File: config.mk
export PLATFORM = sky130hd
export DESIGN_NAME = pwm_fade_controller
export DESIGN_NICKNAME = d
export VERILOG_FILES = /design/src/rtl/pwm_fade_controller.sv
export SDC_FILE = /design/constraint.sdc
export NUM_CORES = 1
export LEC_CHECK = 0
export ABC_AREA = 1
export CAP_MARGIN = 20
export CORE_ASPECT_RATIO = 1.2
export CORE_UTILIZATION = 50
export CTS_BUF_LIST = sky130_fd_sc_hd__clkbuf_4 sky130_fd_sc_hd__clkbuf_8
export DETAILED_ROUTE_END_ITERATION = 10
export HOLD_SLACK_MARGIN = 0.08
export PLACE_DENSITY = 0.78
export SYNTH_ARGS = -nofsm -noshare
export SYNTH_HDL_FRONTEND = slang
export SYNTH_SLANG_ARGS = --single-unit
File: constraint.sdc
create_clock -name clk -period 9.25 [get_ports clk]
set_input_delay 2.775 -clock clk [delete_from_list [all_inputs] [get_ports clk]]
set_output_delay 2.775 -clock clk [all_outputs]
set_load 0.02 [all_outputs]
File: src/rtl/pwm_fade_controller.sv
// pwm_fade_controller: owns the PWM configuration registers and runs an
// autonomous fade engine that walks the duty cycle between two bounds.
//
// Ports:
//   clk, rst          system clock, asynchronous active-high reset
//   wr_valid          single-cycle write strobe from the SPI register decoder
//   wr_addr, wr_data  register address / write data
//   tick              one-cycle prescaler strobe, fade timebase
//   en_reg_out_*      output enables, channels 7..0 / 15..8
//   en_reg_pwm_*      PWM mode enables, channels 7..0 / 15..8
//   pwm_duty_cycle    current duty cycle (SPI-written or fade-driven)
//   fade_busy         high while the fade engine is in RUN or STEP
//
// Register map:
//   0x00 out 7..0, 0x01 out 15..8, 0x02 pwm 7..0, 0x03 pwm 15..8, 0x04 duty
//   0x05 FADE_CTRL (bit0 enable, bit1 mode: 0 triangle, 1 sawtooth)
//   0x06 FADE_STEP, 0x07 FADE_HOLD, 0x08 FADE_MIN, 0x09 FADE_MAX

module pwm_fade_controller #(
   parameter int unsigned ADDR_W      = 7,
   parameter int unsigned TICK_HOLD_W = 8
) (
   input  logic              clk,
   input  logic              rst,
   input  logic              wr_valid,
   input  logic [ADDR_W-1:0] wr_addr,
   input  logic [7:0]        wr_data,
   input  logic              tick,
   output logic [7:0]        en_reg_out_7_0,
   output logic [7:0]        en_reg_out_15_8,
   output logic [7:0]        en_reg_pwm_7_0,
   output logic [7:0]        en_reg_pwm_15_8,
   output logic [7:0]        pwm_duty_cycle,
   output logic              fade_busy
);

   localparam int unsigned DATA_W = 8;
   localparam int unsigned SUM_W  = DATA_W + 1;

   localparam logic [ADDR_W-1:0] A_OUT_LO = ADDR_W'(0);
   localparam logic [ADDR_W-1:0] A_OUT_HI = ADDR_W'(1);
   localparam logic [ADDR_W-1:0] A_PWM_LO = ADDR_W'(2);
   localparam logic [ADDR_W-1:0] A_PWM_HI = ADDR_W'(3);
   localparam logic [ADDR_W-1:0] A_DUTY   = ADDR_W'(4);
   localparam logic [ADDR_W-1:0] A_CTRL   = ADDR_W'(5);
   localparam logic [ADDR_W-1:0] A_STEP   = ADDR_W'(6);
   localparam logic [ADDR_W-1:0] A_HOLD   = ADDR_W'(7);
   localparam logic [ADDR_W-1:0] A_MIN    = ADDR_W'(8);
   localparam logic [ADDR_W-1:0] A_MAX    = ADDR_W'(9);

   localparam logic DIR_UP   = 1'b0;
   localparam logic DIR_DOWN = 1'b1;

   typedef enum logic [1:0] {
      ST_IDLE = 2'd0,
      ST_RUN  = 2'd1,
      ST_STEP = 2'd2
   } state_e;

   // Register state
   state_e                 state_q,    state_d;
   logic [DATA_W-1:0]      out_lo_q,   out_lo_d;
   logic [DATA_W-1:0]      out_hi_q,   out_hi_d;
   logic [DATA_W-1:0]      pwm_lo_q,   pwm_lo_d;
   logic [DATA_W-1:0]      pwm_hi_q,   pwm_hi_d;
   logic [DATA_W-1:0]      duty_q,     duty_d;
   logic                   en_q,       en_d;
   logic                   mode_q,     mode_d;
   logic [DATA_W-1:0]      step_q,     step_d;
   logic [DATA_W-1:0]      hold_q,     hold_d;
   logic [DATA_W-1:0]      min_q,      min_d;
   logic [DATA_W-1:0]      max_q,      max_d;
   logic                   dir_q,      dir_d;
   logic [TICK_HOLD_W-1:0] hold_cnt_q, hold_cnt_d;
   logic                   busy_q,     busy_d;

   // Step arithmetic results
   logic [SUM_W-1:0]  up_sum_c;
   logic [SUM_W-1:0]  down_floor_c;
   logic [DATA_W-1:0] next_duty_c;
   logic              next_dir_c;
   logic              duty_wr_c;
   logic              go_c;

   // Next duty/direction for one fade step; 9-bit sums avoid 8-bit wrap.
   // Out-of-range duty snaps to the nearest bound before normal stepping.
   always_comb begin
      up_sum_c     = {1'b0, duty_q} + {1'b0, step_q};
      down_floor_c = {1'b0, min_q} + {1'b0, step_q};
      next_duty_c  = duty_q;
      next_dir_c   = dir_q;
      if (duty_q < min_q) begin
         next_duty_c = min_q;
         if (!mode_q) next_dir_c = DIR_UP;
      end else if (duty_q > max_q) begin
         next_duty_c = max_q;
         if (!mode_q) next_dir_c = DIR_DOWN;
      end else if (mode_q) begin
         if (up_sum_c > {1'b0, max_q}) next_duty_c = min_q;
         else                          next_duty_c = up_sum_c[DATA_W-1:0];
      end else if (dir_q == DIR_UP) begin
         if (up_sum_c >= {1'b0, max_q}) begin
            next_duty_c = max_q;
            next_dir_c  = DIR_DOWN;
         end else begin
            next_duty_c = up_sum_c[DATA_W-1:0];
         end
      end else begin
         if ({1'b0, duty_q} <= down_floor_c) begin
            next_duty_c = min_q;
            next_dir_c  = DIR_UP;
         end else begin
            next_duty_c = duty_q - step_q;
         end
      end
   end

   // Register writes plus fade sequencing; enable/bounds are judged on the
   // post-write values so a disabling write lands in IDLE on the next cycle.
   always_comb begin
      state_d    = state_q;
      out_lo_d   = out_lo_q;
      out_hi_d   = out_hi_q;
      pwm_lo_d   = pwm_lo_q;
      pwm_hi_d   = pwm_hi_q;
      duty_d     = duty_q;
      en_d       = en_q;
      mode_d     = mode_q;
      step_d     = step_q;
      hold_d     = hold_q;
      min_d      = min_q;
      max_d      = max_q;
      dir_d      = dir_q;
      hold_cnt_d = hold_cnt_q;
      duty_wr_c  = 1'b0;

      if (wr_valid) begin
         unique case (wr_addr)
            A_OUT_LO: out_lo_d = wr_data;
            A_OUT_HI: out_hi_d = wr_data;
            A_PWM_LO: pwm_lo_d = wr_data;
            A_PWM_HI: pwm_hi_d = wr_data;
            A_DUTY: begin
               duty_d    = wr_data;
               duty_wr_c = 1'b1;
            end
            A_CTRL: begin
               en_d   = wr_data[0];
               mode_d = wr_data[1];
            end
            A_STEP:  step_d = wr_data;
            A_HOLD:  hold_d = wr_data;
            A_MIN:   min_d  = wr_data;
            A_MAX:   max_d  = wr_data;
            default: ;
         endcase
      end

      go_c = en_d && (min_d <= max_d);

      unique case (state_q)
         ST_IDLE: begin
            if (go_c) begin
               state_d    = ST_RUN;
               dir_d      = DIR_UP;
               hold_cnt_d = '0;
            end
         end
         ST_RUN: begin
            if (!go_c) begin
               state_d = ST_IDLE;
            end else if (tick) begin
               if (hold_cnt_q == TICK_HOLD_W'(hold_q)) begin
                  state_d    = ST_STEP;
                  hold_cnt_d = '0;
               end else begin
                  hold_cnt_d = hold_cnt_q + TICK_HOLD_W'(1);
               end
            end
         end
         ST_STEP: begin
            // A same-cycle SPI duty write wins and the step is dropped.
            hold_cnt_d = '0;
            if (!go_c) begin
               state_d = ST_IDLE;
            end else begin
               state_d = ST_RUN;
               if (!duty_wr_c) begin
                  duty_d = next_duty_c;
                  dir_d  = next_dir_c;
               end
            end
         end
         default: state_d = ST_IDLE;
      endcase

      busy_d = (state_d != ST_IDLE);
   end

   // State registers
   always_ff @(posedge clk or posedge rst) begin
      if (rst) begin
         state_q    <= ST_IDLE;
         out_lo_q   <= '0;
         out_hi_q   <= '0;
         pwm_lo_q   <= '0;
         pwm_hi_q   <= '0;
         duty_q     <= '0;
         en_q       <= 1'b0;
         mode_q     <= 1'b0;
         step_q     <= DATA_W'(1);
         hold_q     <= '0;
         min_q      <= '0;
         max_q      <= '1;
         dir_q      <= DIR_UP;
         hold_cnt_q <= '0;
         busy_q     <= 1'b0;
      end else begin
         state_q    <= state_d;
         out_lo_q   <= out_lo_d;
         out_hi_q   <= out_hi_d;
         pwm_lo_q   <= pwm_lo_d;
         pwm_hi_q   <= pwm_hi_d;
         duty_q     <= duty_d;
         en_q       <= en_d;
         mode_q     <= mode_d;
         step_q     <= step_d;
         hold_q     <= hold_d;
         min_q      <= min_d;
         max_q      <= max_d;
         dir_q      <= dir_d;
         hold_cnt_q <= hold_cnt_d;
         busy_q     <= busy_d;
      end
   end

   assign en_reg_out_7_0  = out_lo_q;
   assign en_reg_out_15_8 = out_hi_q;
   assign en_reg_pwm_7_0  = pwm_lo_q;
   assign en_reg_pwm_15_8 = pwm_hi_q;
   assign pwm_duty_cycle  = duty_q;
   assign fade_busy       = busy_q;

endmodule

# Word-level counts from Yosys, hierarchy flattened
# Index checks and enable logic that the tools add are counted.
[word_totals]
reg_bits = 86
word_cells = 101
[op_classes]
n_eq_ne = 18
n_reduce_logical = 15
addsub = 4
n_mux = 43
magnitude_cmp = 6
[op_table]
columns = ["op", "count"]
rows = [
  ["8-bit two-way mux", 20],
  ["7-bit by 3-bit equality test with 1-bit output (second input constant)", 4],
  ["8-bit one-hot mux with 3 select lines", 1],
  ["8-bit by 8-bit adder with 9-bit output", 2],
  ["1-bit two-way mux", 16],
  ["7-bit by 2-bit equality test with 1-bit output (second input constant)", 2],
  ["7-bit by 4-bit equality test with 1-bit output (second input constant)", 2],
  ["2-bit AND reduction", 7],
  ["2-bit != test (second input constant)", 6],
  ["9-bit by 8-bit >= comparator with 1-bit output", 1],
  ["9-bit by 8-bit greater-than comparator with 1-bit output", 1],
  ["8-bit by 9-bit <= comparator with 1-bit output", 1],
  ["8-bit by 1-bit adder with 8-bit output (second input constant)", 1],
  ["8-bit equality test", 1],
  ["8-bit greater-than comparator", 1],
  ["8-bit <= comparator", 1],
  ["8-bit < comparator", 1],
  ["2-bit two-way mux", 4],
  ["8-bit subtractor", 1],
  ["7-bit by 1-bit equality test with 1-bit output (second input constant)", 1],
  ["7-bit zero test", 1],
  ["2-bit one-hot mux with 3 select lines", 1],
  ["5-bit AND reduction", 1],
  ["4-bit AND reduction", 1],
  ["7 further kinds", 8],
]

# Depth between registers and ports, before layout
[depth]
ltp_word = 10
mapped_depth = 26

# Least setup slack after synthesis
# No wires, ideal clock.
[synth_path]
path_type = "input to register"
startpoint = "in wr_valid"
endpoint = "reg hold_cnt_q[2]"
path_stages = 19
arrival_ps = 5085
required_ps = 9133
setup_slack_ps = 4048
n_path_buf = 1
path_cell_list = "inv_1 > nor3_1 > nand3_1 > clkbuf_1 > nand2_1 > o21ai_0 > ha_1 > nand2_1 > o21a_1 > o221ai_1 > o21ai_0 > nand2_2 > nand2_2 > nand2_4 > clkinv_4 > nand2_1 > nand2_1 > o21ai_1 > nor2_1"
[synth_via]
elab_chain_cells = 5
[synth_rtl]
columns = ["element", "line", "source"]
rows = [
  ["start: declaration", "25", "input logic wr_valid,"],
  ["8-bit two-way mux", "137", "if (wr_valid) begin"],
  ["8-bit <= comparator", "159", "go_c = en_d && (min_d <= max_d);"],
  ["1-bit logical AND *", "159", ""],
  ["2-bit != test (no source line)", "-", ""],
  ["4-bit AND reduction (no source line) *", "-", ""],
  ["end signal: assignment", "232", "hold_cnt_q <= hold_cnt_d;"],
  ["end: declaration", "74", "logic [TICK_HOLD_W-1:0] hold_cnt_q, hold_cnt_d;"],
]
# Every way passes the cells marked *; elsewhere a longest branch is shown, timed or not.
# A chain may end at the register's enable or synchronous reset.

# Worst setup path in the final report
[layout_path]
startpoint = "in wr_addr[0]"
endpoint = "reg hold_cnt_q[2]"
[layout_via]
elab_chain_cells = 7
[layout_rtl]
columns = ["element", "line", "source"]
rows = [
  ["start: declaration", "26", "input logic [ADDR_W-1:0] wr_addr,"],
  ["7-bit by 4-bit equality test with 1-bit output", "138", "unique case (wr_addr)"],
  ["8-bit two-way mux", "138", ""],
  ["8-bit two-way mux", "137", ""],
  ["8-bit <= comparator", "159", ""],
  ["1-bit logical AND *", "159", ""],
  ["2-bit != test (no source line)", "-", ""],
  ["4-bit AND reduction (no source line) *", "-", ""],
]
# Marks and branches as above.

==> results.sh <==
export IMPL_row_count=43
export IMPL_globalRouteMet2Util_pct=43.79
export IMPL_max_slew_margin_rel_pct=31.46
export IMPL_yosys_area_top_type="sky130_fd_sc_hd__dfrtp_1"
export IMPL_fp_dieArea_mm2=0.01256
export IMPL_power_ir_vdd_worst_mv=0.1290
export IMPL_core_area_mm2=0.01167
export IMPL_report_final_slew_viol_count=0
export IMPL_detail_route_drc_violations=0
export IMPL_postSynthRegisterBits=86
export IMPL_switching_power_mw=0.4644
export IMPL_globalRoute_totalOverflow=0
export IMPL_synth_cell_type_count=41
export IMPL_clock_root_buffer="sky130_fd_sc_hd__clkbuf_8"
export IMPL_grt_first_pass_wirelength_um=25590
export IMPL_ios=60
export IMPL_timing_critical_path_slowest_stage_cell="sky130_fd_sc_hd__clkdlybuf4s50_1"
export IMPL_clk_pin_slew_worst_paths_ps=90
export IMPL_setup_total_negative_slack_ps=0
export IMPL_max_clock_path_buffers=2
export IMPL_layout_area_overhead_vs_synth_pct=16.42
export IMPL_grt_busiest_layer="met2"
export IMPL_run_status="finished, final reports clean"
export IMPL_cts_hold_buf=0
export IMPL_final_setup_viols=0
export IMPL_post_synth_main_area_contributors="sky130_fd_sc_hd__dfrtp_1, sky130_fd_sc_hd__nand2_1, sky130_fd_sc_hd__ha_1"
export IMPL_grt_use_total_pct=26.91
export IMPL_fin_crit_ps=5986
export IMPL_layout_cells_most_common_list="sky130_fd_sc_hd__nand2_1, sky130_fd_sc_hd__inv_1, sky130_fd_sc_hd__o21ai_0"
export IMPL_timing_critical_path_from_type="primary input"
export IMPL_synth_area_mm2=0.006058
export IMPL_numPortBuffers=59
export IMPL_synth_seq_area_share_pct=35.71
export IMPL_post_route_setup_slack_ps=3264
export IMPL_avgRoutedWirePerCell_um=15.68
export IMPL_synth_top_cell_area_share_pct=31.81
export IMPL_comb_power_share_pct=35.9
export IMPL_tightest_slew_ps=1024
export IMPL_via_count_of_the_first_global_routing_pass=5138
export IMPL_worstPathCellList="clkdlybuf4s50_1 -> inv_1 -> nor3_1 -> nand3_1 -> o21ai_0 -> ha_1 -> a21oi_1 -> o21a_1 -> o221ai_1 -> o21ai_0 -> nand2_2 -> nand2_2 -> nand2_4 -> clkinv_4 -> nand2_1 -> nand2_1 -> o21ai_1 -> nor2_1"
export IMPL_initial_core_utilization_pct=51.89
export IMPL_worstPathMaxFanout=16
export IMPL_clk_latency_worst_skew_pair_ps=360
export IMPL_count_of_fill_cells_added_during_filler_insertion=1062
export IMPL_dpl_cell_count=1010
export IMPL_layout_cells_non_filler=1027
export IMPL_number_of_maximum_capacitance_constraint_violations=0
export IMPL_detail_route_antenna_nets=0
export IMPL_synth_cells=811
export IMPL_max_stage_delay_ps=500
export IMPL_gp_routability_congestion=0.9436
export IMPL_ctsResizeCount=0
export IMPL_dp_slack_ps=3039
export IMPL_yosysWarnings=0
export IMPL_hpwl_um=12030
export IMPL_post_route_period_util_pct=64.71
export IMPL_syn_area_per_cell_um2=7.470
export IMPL_global_route_met1_usage_pct=36.01
export IMPL_layout_nets=950
export IMPL_grt_start_max_net_pins=87
export IMPL_worstPathArrival_ps=6290
export IMPL_timing_fmax_ghz=0.1671
export IMPL_timing_worst_setup_path_type="in -> reg"
export IMPL_die_width_um=102.5
export IMPL_finalHoldViolations=0
export IMPL_critical_path_top_delay_family="simple AND/OR/NAND/NOR gates"
export IMPL_cts_num_sinks=86
export IMPL_route_detailed_vias_per_inst=5.458
export IMPL_die_height_um=122.6
export IMPL_p_clk_share_pct=26.9
export IMPL_final_setup_skew_ps=10.14
export IMPL_dr_pass1_iters=5
export IMPL_postSynthNetCount=896
export IMPL_detailroute_via_count=5605
export IMPL_grt_met3_usage_pct=3.702
export IMPL_finalPower_mw=1.227
export IMPL_mostFrequentLayoutCell="sky130_fd_sc_hd__nand2_1"
export IMPL_power_frac_seq_pct=37.2
export IMPL_internal_power_mw=0.7628
export IMPL_clock_tree_from_tritoncts="yes"
export IMPL_leakage_nw=3.554
export IMPL_drive_gt1_share_pct=5.862
export IMPL_power_density_mw_per_mm2=174.0
export IMPL_drt_wirelength_um=16100
export IMPL_worst_hold_path_type="reg -> reg"
export IMPL_power_switching_share_pct=37.84
export IMPL_h_tree_depth=3
export IMPL_antenna_diode_count=0
export IMPL_cts_inserted_buffers=9
export IMPL_worstPathBufferInverterCount=3
export IMPL_unrepaired_setup_endpoints_after_global_routing="no"
export IMPL_crit_path_end_kind="flop"
export IMPL_antenna_found_initial=0
export IMPL_dr_first_iter_drc_count=338
export IMPL_required_ps=9550
export IMPL_post_cts_repair_setup_buffers=0
[Yosys cell counts]
| cell type | number |
|---|---|
| sky130_fd_sc_hd__nor3_1 | 12 |
| sky130_fd_sc_hd__a21o_1 | 3 |
| sky130_fd_sc_hd__a21oi_1 | 56 |
| sky130_fd_sc_hd__o21ai_0 | 82 |
| sky130_fd_sc_hd__nand3_2 | 1 |
| sky130_fd_sc_hd__o21bai_1 | 2 |
| sky130_fd_sc_hd__inv_1 | 98 |
| sky130_fd_sc_hd__o21ai_1 | 3 |
| sky130_fd_sc_hd__buf_4 | 2 |
| sky130_fd_sc_hd__a221oi_1 | 2 |
| sky130_fd_sc_hd__nand3b_1 | 1 |
| sky130_fd_sc_hd__clkinv_4 | 1 |
| sky130_fd_sc_hd__clkinv_1 | 2 |
| sky130_fd_sc_hd__nor4_1 | 1 |
| sky130_fd_sc_hd__and2_4 | 1 |
| sky130_fd_sc_hd__xor2_1 | 15 |
| sky130_fd_sc_hd__o221ai_1 | 1 |
| sky130_fd_sc_hd__nor2_1 | 40 |
| sky130_fd_sc_hd__or2_2 | 5 |
| sky130_fd_sc_hd__o21a_1 | 3 |
| sky130_fd_sc_hd__nand2_4 | 1 |
| sky130_fd_sc_hd__o211ai_1 | 2 |
| sky130_fd_sc_hd__a21oi_2 | 1 |
| sky130_fd_sc_hd__nand4_1 | 13 |
| sky130_fd_sc_hd__fa_1 | 3 |
| sky130_fd_sc_hd__o21ai_4 | 1 |
| sky130_fd_sc_hd__nor3_4 | 1 |
| sky130_fd_sc_hd__nand2_1 | 223 |
| sky130_fd_sc_hd__ha_1 | 63 |
| sky130_fd_sc_hd__xnor2_1 | 4 |
| sky130_fd_sc_hd__nand2_2 | 4 |
| sky130_fd_sc_hd__clkbuf_1 | 12 |
| sky130_fd_sc_hd__dfstp_2 | 9 |
| sky130_fd_sc_hd__nor3_2 | 1 |
| sky130_fd_sc_hd__nand3_1 | 46 |
| sky130_fd_sc_hd__inv_2 | 3 |
| sky130_fd_sc_hd__a31oi_1 | 9 |
| sky130_fd_sc_hd__nand3_4 | 1 |
| sky130_fd_sc_hd__dfrtp_1 | 77 |
| sky130_fd_sc_hd__buf_2 | 5 |
| sky130_fd_sc_hd__o21ai_2 | 1 |
[cells by family after synthesis]
kind of cell	count (synthesis)	share of synthesized area [%]
buffers and inverters	123	7.930
DFF	86	35.71
AOI/OAI and AO/OA	166	14.81
and+or+nand+nor	351	24.80
adders and majority gates	66	14.00
xor gates and xnor gates	19	2.747
[stage by stage]
step | utilization (%) | instance area [um2] | hold slack, ps
2_1_floorplan | - | 6058 | 460.8
3_3_place_gp | 58.04 | 6777 | 465.6
3_5_place_dp | 58.04 | 6777 | 472.5
4_1_cts | 60.18 | 7025 | 494.2
5_1_grt | 60.41 | 7053 | 524.9
6_report | 60.41 | 7053 | 494.1
[power groups by stage]
| stage | registers (mW) | clock network [mW] | logic (mW) |
|---|---|---|---|
| final | 0.456 | 0.331 | 0.440 |
| after global routing | 0.461 | 0.345 | 0.493 |
| after CTS | 0.456 | 0.333 | 0.435 |
| after detailed placement | 0.462 | 0 | 0.432 |
| after global placement | 0.462 | 0 | 0.427 |
| after floorplan | 0.464 | 0 | 0.290 |
[state kept, by name, summed over array words and instances (netlist names)]
register	flops
en_reg_pwm_15_8	8
state_q	2
hold_cnt_q	8
en_reg_out_15_8	8
en_reg_out_7_0	8
step_q	8
dir_q	1
max_q	8
hold_q	8
fade_busy	1
mode_q	1
min_q	8
en_q	1
en_reg_pwm_7_0	8
pwm_duty_cycle	8
[area by class of cell]
| class | instances | area [um2] | share of cell area (%) |
|---|---|---|---|
| multi-input combinational | 602 | 3415 | 48.41 |
| sequential | 86 | 2163 | 30.67 |
| timing repair buffer | 62 | 633.1 | 8.976 |
| inverter | 104 | 396.6 | 5.624 |
| tap | 157 | 196.4 | 2.785 |
| clock inverter | 7 | 125.1 | 1.774 |
| clock buffer | 9 | 123.9 | 1.756 |
[final timing paths]
check,from,end,slack (ps),cells past startpoint
max,wr_addr[0],hold_cnt_q[2]$_DFFE_PP0P_,3260,18
min,en_reg_out_7_0[0]$_DFFE_PP0P_,en_reg_out_7_0[0]$_DFFE_PP0P_,490,2
max reg2reg,pwm_duty_cycle[2]$_DFF_PP0_,pwm_duty_cycle[0]$_DFF_PP0_,5420,21
min reg2reg,en_reg_out_7_0[0]$_DFFE_PP0P_,en_reg_out_7_0[0]$_DFFE_PP0P_,490,2
max in group asynchronous,rst,max_q[4]$_DFF_PP1_,5910,4
min in group asynchronous,rst,step_q[2]$_DFFE_PP0P_,2690,3
[worst min-delay path, stage by stage, from the launching register on]
cell and delay, ps:
sky130_fd_sc_hd__dfrtp_1 350, sky130_fd_sc_hd__nand2_1 50, sky130_fd_sc_hd__o21ai_0 60
[routing by layer]
layer  up-vias  part of all wire (%)
li1       2782                     -
met1      2577                    43
met2       208                    48
met3        38                   6.3
met4         0                   2.9
met5         -                     0
Note: power is estimated with default switching activity, not from simulation.
